$ cat config.mk
export PLATFORM = sky130hd
export DESIGN_NAME = imem_boot_ctrl
export DESIGN_NICKNAME = d
export VERILOG_FILES = /design/src/rtl/riscv_pkg.sv /design/src/rtl/imem_boot_ctrl.sv
export SDC_FILE = /design/constraint.sdc
export NUM_CORES = 1
export LEC_CHECK = 0
export BUFFER_PORTS_ARGS = -buffer_cell sky130_fd_sc_hd__buf_4
export CAP_MARGIN = 0
export CORE_UTILIZATION = 32
export CTS_CLUSTER_DIAMETER = 200
export DETAILED_ROUTE_END_ITERATION = 8
export PLACE_DENSITY = 0.87
export SKIP_CTS_REPAIR_TIMING = 1
export SYNTH_ARGS = -nofsm -noshare
export SYNTH_HDL_FRONTEND = slang
export SYNTH_SLANG_ARGS = --single-unit
export TNS_END_PERCENT = 30
$ cat constraint.sdc
create_clock -name clk -period 2.3 [get_ports clk]
set_clock_uncertainty 0.15 [all_clocks]
set_input_delay 0.46 -clock clk [delete_from_list [all_inputs] [get_ports clk]]
set_output_delay 0.46 -clock clk [all_outputs]
set_load 0.05 [all_outputs]
$ cat src/rtl/riscv_pkg.sv
`default_nettype none
// ============================================================================
//  Module      : riscv_pkg
//  Description : Shared definitions for the instruction-memory boot path:
//                boot controller state encoding and the canonical NOP word
//                (addi x0,x0,0) returned on any fetch that cannot be served.
//  Revision    : 1.0 - initial release
// ============================================================================
package riscv_pkg;

  // Boot controller states, in the order they are normally visited.
  typedef enum logic [1:0] {
    ST_CLEAR = 2'd0,
    ST_IDLE  = 2'd1,
    ST_LOAD  = 2'd2,
    ST_RUN   = 2'd3
  } boot_state_t;

  // RV32I canonical NOP: addi x0, x0, 0
  localparam logic [31:0] C_NOP_WORD = 32'h0000_0013;

endpackage : riscv_pkg
`default_nettype wire

$ cat src/rtl/imem_boot_ctrl.sv
`default_nettype none
// ============================================================================
//  Module      : imem_boot_ctrl
//  Description : Boot controller for an external single-port instruction
//                memory. After reset it zero-fills the whole memory, then
//                waits for a start pulse, streams load_count words into
//                addresses 0.. from a valid/ready stream, and finally hands
//                the memory port over to the core for instruction fetch.
//  Ports       : clk, reset          - clock, synchronous active-high reset
//                start, load_count   - load request and word count
//                s_valid/s_data/s_ready - load stream handshake
//                fetch_addr/fetch_instr/fetch_fault - core fetch port
//                mem_we/mem_addr/mem_wdata/mem_rdata - shared memory port
//                core_stall, done, err - status to the system
//  Revision    : 1.0 - initial release
// ============================================================================
module imem_boot_ctrl
  import riscv_pkg::*;
#(
  parameter int unsigned DEPTH    = 64,
  parameter logic [31:0] NOP_WORD = C_NOP_WORD
) (
  input  logic                       clk,
  input  logic                       reset,
  input  logic                       start,
  input  logic [$clog2(DEPTH):0]     load_count,
  input  logic                       s_valid,
  input  logic [31:0]                s_data,
  output logic                       s_ready,
  input  logic [31:0]                fetch_addr,
  output logic [31:0]                fetch_instr,
  output logic                       mem_we,
  output logic [$clog2(DEPTH)-1:0]   mem_addr,
  output logic [31:0]                mem_wdata,
  input  logic [31:0]                mem_rdata,
  output logic                       core_stall,
  output logic                       done,
  output logic                       err,
  output logic                       fetch_fault
);

  localparam int AW = $clog2(DEPTH);
  localparam int CW = AW + 1;

  localparam logic [CW-1:0] C_CLEAR_LAST = CW'(DEPTH - 1);
  localparam logic [CW-1:0] C_DEPTH      = CW'(DEPTH);

  boot_state_t   r_state, w_state_nxt;
  logic [CW-1:0] r_cnt,   w_cnt_nxt;
  logic [CW-1:0] r_len,   w_len_nxt;
  logic          r_err,   w_err_nxt;
  logic          r_done,  w_done_nxt;

  logic          w_start_ok;
  logic          w_fetch_ok;

  // A legal load is 1..DEPTH words.
  assign w_start_ok = (load_count != '0) && (load_count <= C_DEPTH);

  // DEPTH is a power of two, so "word index >= DEPTH" is simply any set bit
  // above the word-address field.
  assign w_fetch_ok = (fetch_addr[1:0] == 2'b00) && (fetch_addr[31:AW+2] == '0);

  // Status outputs are forced to their reset values while reset is held,
  // not only after the reset edge.
  assign core_stall = reset | (r_state != ST_RUN);
  assign done       = r_done & ~reset;
  assign err        = r_err  & ~reset;

  always_ff @(posedge clk) begin
    if (reset) begin
      r_state <= ST_CLEAR;
      r_cnt   <= '0;
      r_len   <= '0;
      r_err   <= 1'b0;
      r_done  <= 1'b0;
    end else begin
      r_state <= w_state_nxt;
      r_cnt   <= w_cnt_nxt;
      r_len   <= w_len_nxt;
      r_err   <= w_err_nxt;
      r_done  <= w_done_nxt;
    end
  end

  always_comb begin
    w_state_nxt = r_state;
    w_cnt_nxt   = r_cnt;
    w_len_nxt   = r_len;
    w_err_nxt   = r_err;
    w_done_nxt  = 1'b0;
    mem_we      = 1'b0;
    mem_addr    = '0;
    mem_wdata   = '0;
    s_ready     = 1'b0;
    fetch_instr = NOP_WORD;
    fetch_fault = 1'b0;

    case (r_state)
      ST_CLEAR: begin
        mem_we   = 1'b1;
        mem_addr = r_cnt[AW-1:0];
        if (r_cnt == C_CLEAR_LAST) begin
          w_state_nxt = ST_IDLE;
          w_cnt_nxt   = '0;
        end else begin
          w_cnt_nxt = r_cnt + 1'b1;
        end
      end

      ST_LOAD: begin
        s_ready   = 1'b1;
        mem_addr  = r_cnt[AW-1:0];
        mem_wdata = s_data;
        mem_we    = s_valid;
        if (s_valid) begin
          if (r_cnt == r_len - 1'b1) begin
            w_state_nxt = ST_RUN;
            w_cnt_nxt   = '0;
            w_done_nxt  = 1'b1;
          end else begin
            w_cnt_nxt = r_cnt + 1'b1;
          end
        end
      end

      ST_IDLE, ST_RUN: begin
        if (r_state == ST_RUN) begin
          mem_addr = fetch_addr[AW+1:2];
          if (w_fetch_ok) begin
            fetch_instr = mem_rdata;
          end else begin
            fetch_fault = 1'b1;
          end
        end
        // A reload from RUN goes straight to LOAD; the memory is not cleared
        // again, so words past the new load_count keep their old contents.
        if (start) begin
          if (w_start_ok) begin
            w_len_nxt   = load_count;
            w_cnt_nxt   = '0;
            w_state_nxt = ST_LOAD;
          end else begin
            w_err_nxt = 1'b1;
          end
        end
      end

      default: begin
        w_state_nxt = ST_CLEAR;
        w_cnt_nxt   = '0;
      end
    endcase

    if (reset) begin
      mem_we  = 1'b0;
      s_ready = 1'b0;
    end
  end

endmodule : imem_boot_ctrl
`default_nettype wire

==> out/qor.yml <==
global_routing:
  grt_start_max_net_pins: 39
  grt_antenna_before_repair: 0
  grt_usage: 0.243
  grt_overflow_total: 0
  first_global_vias: 2196
  grt_pass1_wl_mm: 10.5
layout:
  final_common_cell: "buf_4"
  area_growth_pct: 109
  finalNonFillerCells: 513
  nets: 554
  layout_common_cells: "buf_4 (161), buf_6 (38), and2_1 (33), nand2_1 (25), and3_1 (23)"
  utilization: 0.704
  fill_cells: 410
  drive_gt1_frac: 0.519
  n_antenna_cell: 0
clocking:
  htreeDepth: 1
  cts_buffers: 3
  clk_path_buf_depth: 2
  cts_tree: "yes"
  cts.clk_slew.worst_paths_ns: 0.07
  clk_latency_ns: 0.25
  cts-root-buf: "clkbuf_8"
  cts_sinks: 18
critical_path:
  slowest_delay_ns: 0.26
  crit_chain: "buf_6 > nor4_4 > nand4_1 > nor2_4 > buf_6 > and2_4 > nand2b_1 > buf_6"
  critPathKind: "input port to primary output"
  slowest_stage: "nor4_4"
  r2r_end: "r_cnt[5]$_SDFFE_PP0P_"
  path_delay_family: "simple AND/OR/NAND/NOR gates"
  r2r_cells: 7
  crit_buf_inv: 3
  cp_data_arrival_time_ns: 1.75
  crit_top_cell: "buf_6"
  reg2reg_from: "r_len[0]$_SDFFE_PP0P_"
  crit_required_ns: 1.69
  startpoint_type: "input port"
  path_max_fanout: 8
  crit_path_end_kind: "primary output"
  rrSetupSlack_ns: 0.23
timing:
  fin_crit_ns: 2.36
  setup-violations-final: 30
  max_freq_mhz: 423
  finalHoldViolCount: 0
  finalCritPeriodShare: 1.03
  grt_setup_unrepaired: "true"
  hold-worst-slack_ns: 0.305
  worstMarginPinSlew_ns: 0.452
  relSlewSlack: 0.694
  fin_ws_ns: -0.0636
  finalMaxSlewViolations: 0
run:
  maxCapViolations: 0
detailed_routing:
  vias: 2606
  drc: 0
  drt_iter0_markers: 168
  via_per_inst: 5.08
  antenna_left: 0
  post_drt_wl_per_cell_um: 16.4
  finalWirelength_mm: 8.41
  dr.pass1.iters: 4
floorplan:
  start_util: 0.337
  ioPinCount: 183
  die_area_um2: 5750
  core_um2: 5170
  dieHeight_um: 75.9
  core.rowCount: 26
  die_x_um: 75.9
placed_design:
  place_ws_ns: -0.170
  place.gp.congestion: 1.03
  dp_hpwl_mm: 6.37
  io_buffers: 182
  dp.cells: 508
synthesis:
  syn-num-nets: 361
  synth_cell_types: 42
  syn_inst: 252
  ys_warn_count: 0
  synth_area_per_cell_um2: 6.93
  synth_enable_flop_cells: 0
  async_flop_share: 0
  synthFlopType: "dfxtp_1"
  synth_seq_cells: 18
  ys_seq_area_frac: 0.206
  synth_area_um2: 1750
worst_hold_path:
  hold_path.class: "input port to flip-flop"
  whs_endpoint: "r_done$_SDFF_PP0_"
  worst_hold_startpoint: "s_valid"
  worstHoldPathCells: 2
pwr:
  power.leakage_nw: 1.79
  p_per_area_nw_per_um2: 219
  ir_worst_vdd_v: 0.000262
outcome:
  violations: "negative setup slack"
  status: "finished with violations"
-- flip-flops by register name, indices dropped and copies added, names as in the netlist --
name,count
r_cnt,7
r_len,7
r_state,2
r_done,1
r_err,1
-- worst max path at each step --
stage	endpoint	startpoint	cells past startpoint
after CTS	fetch_instr[0]	fetch_addr[18]	8
final	fetch_instr[1]	fetch_addr[30]	8
after global placement	fetch_instr[4]	fetch_addr[18]	8
after floorplan	fetch_instr[8]	fetch_addr[1]	5
after global routing	fetch_instr[1]	fetch_addr[19]	8
after detailed placement	r_cnt[5]$_SDFFE_PP0P_	load_count[4]	6
-- cell usage after synthesis (5+ instances only) --
library cell  count  area share
and2_1           34        0.12
and3_1           30        0.11
nand2_1          25       0.054
dfxtp_1          18        0.21
o21ai_0          15       0.043
clkbuf_1         14       0.030
nor2_1           13       0.028
a21oi_1          11       0.032
inv_1            10       0.022
nor4_1           10       0.036
nand2b_1          6       0.022
a22oi_1           5       0.022
nand3_1           5       0.014
nor2b_1           5       0.018
or3_1             5       0.018
xor2_1            5       0.025
-- per-layer routing --
layer | global-route usage | part of all wire
met1 | 0.303 | 0.37
met2 | 0.426 | 0.53
met3 | 0.0410 | 0.069
met4 | 0.0720 | 0.027
met5 | 0 | 0
-- worst reg2reg max path: cells and delay by family, from the launching register on --
kind,cells,cell delay [ns]
and+or+nand+nor,1,0.39
DFF,1,0.33
AOI/OAI and AO/OA,3,0.57
buffers and inverters,2,0.23
adders and majority gates,1,0.27
-- cell families after synthesis --
logic type                 count (synthesis)  share of synthesized area
AOI/OAI and AO/OA                         48                      0.174
xor gates and xnor gates                   9                     0.0452
adders and majority gates                  2                     0.0143
buffers and inverters                     25                     0.0581
DFF                                       18                      0.206
and+or+nand+nor                          150                      0.502
-- per-stage QoR --
step	setup TNS [ns]	cell area, µm²	power (mW)
after floorplan	-0.0872	1760	0.384
after global placement	-1.87	3310	0.552
after detailed placement	-1.82	3310	0.557
after CTS	-1.53	3350	0.780
after global routing	-3.00	3640	0.826
final	-0.754	3640	0.797
-- power breakdown --
group | total (mW) | switching (mW) | leakage, nW | internal (mW)
sequential | 0.326 | 0.00932 | 0.146 | 0.316
clock | 0.223 | 0.107 | 0.0216 | 0.117
combinational | 0.249 | 0.0959 | 1.62 | 0.153
-- cell type report --
cell class	count	area (µm²)	share of cell area
clock buffers	3	41.3	0.0113
multi-input cells	209	1420	0.388
inverters	10	37.5	0.0103
repair buffers	203	1700	0.467
flip-flops and latches	18	360	0.0989
well taps	70	87.6	0.0240
No activity file was read; power rests on OpenSTA's default activity.
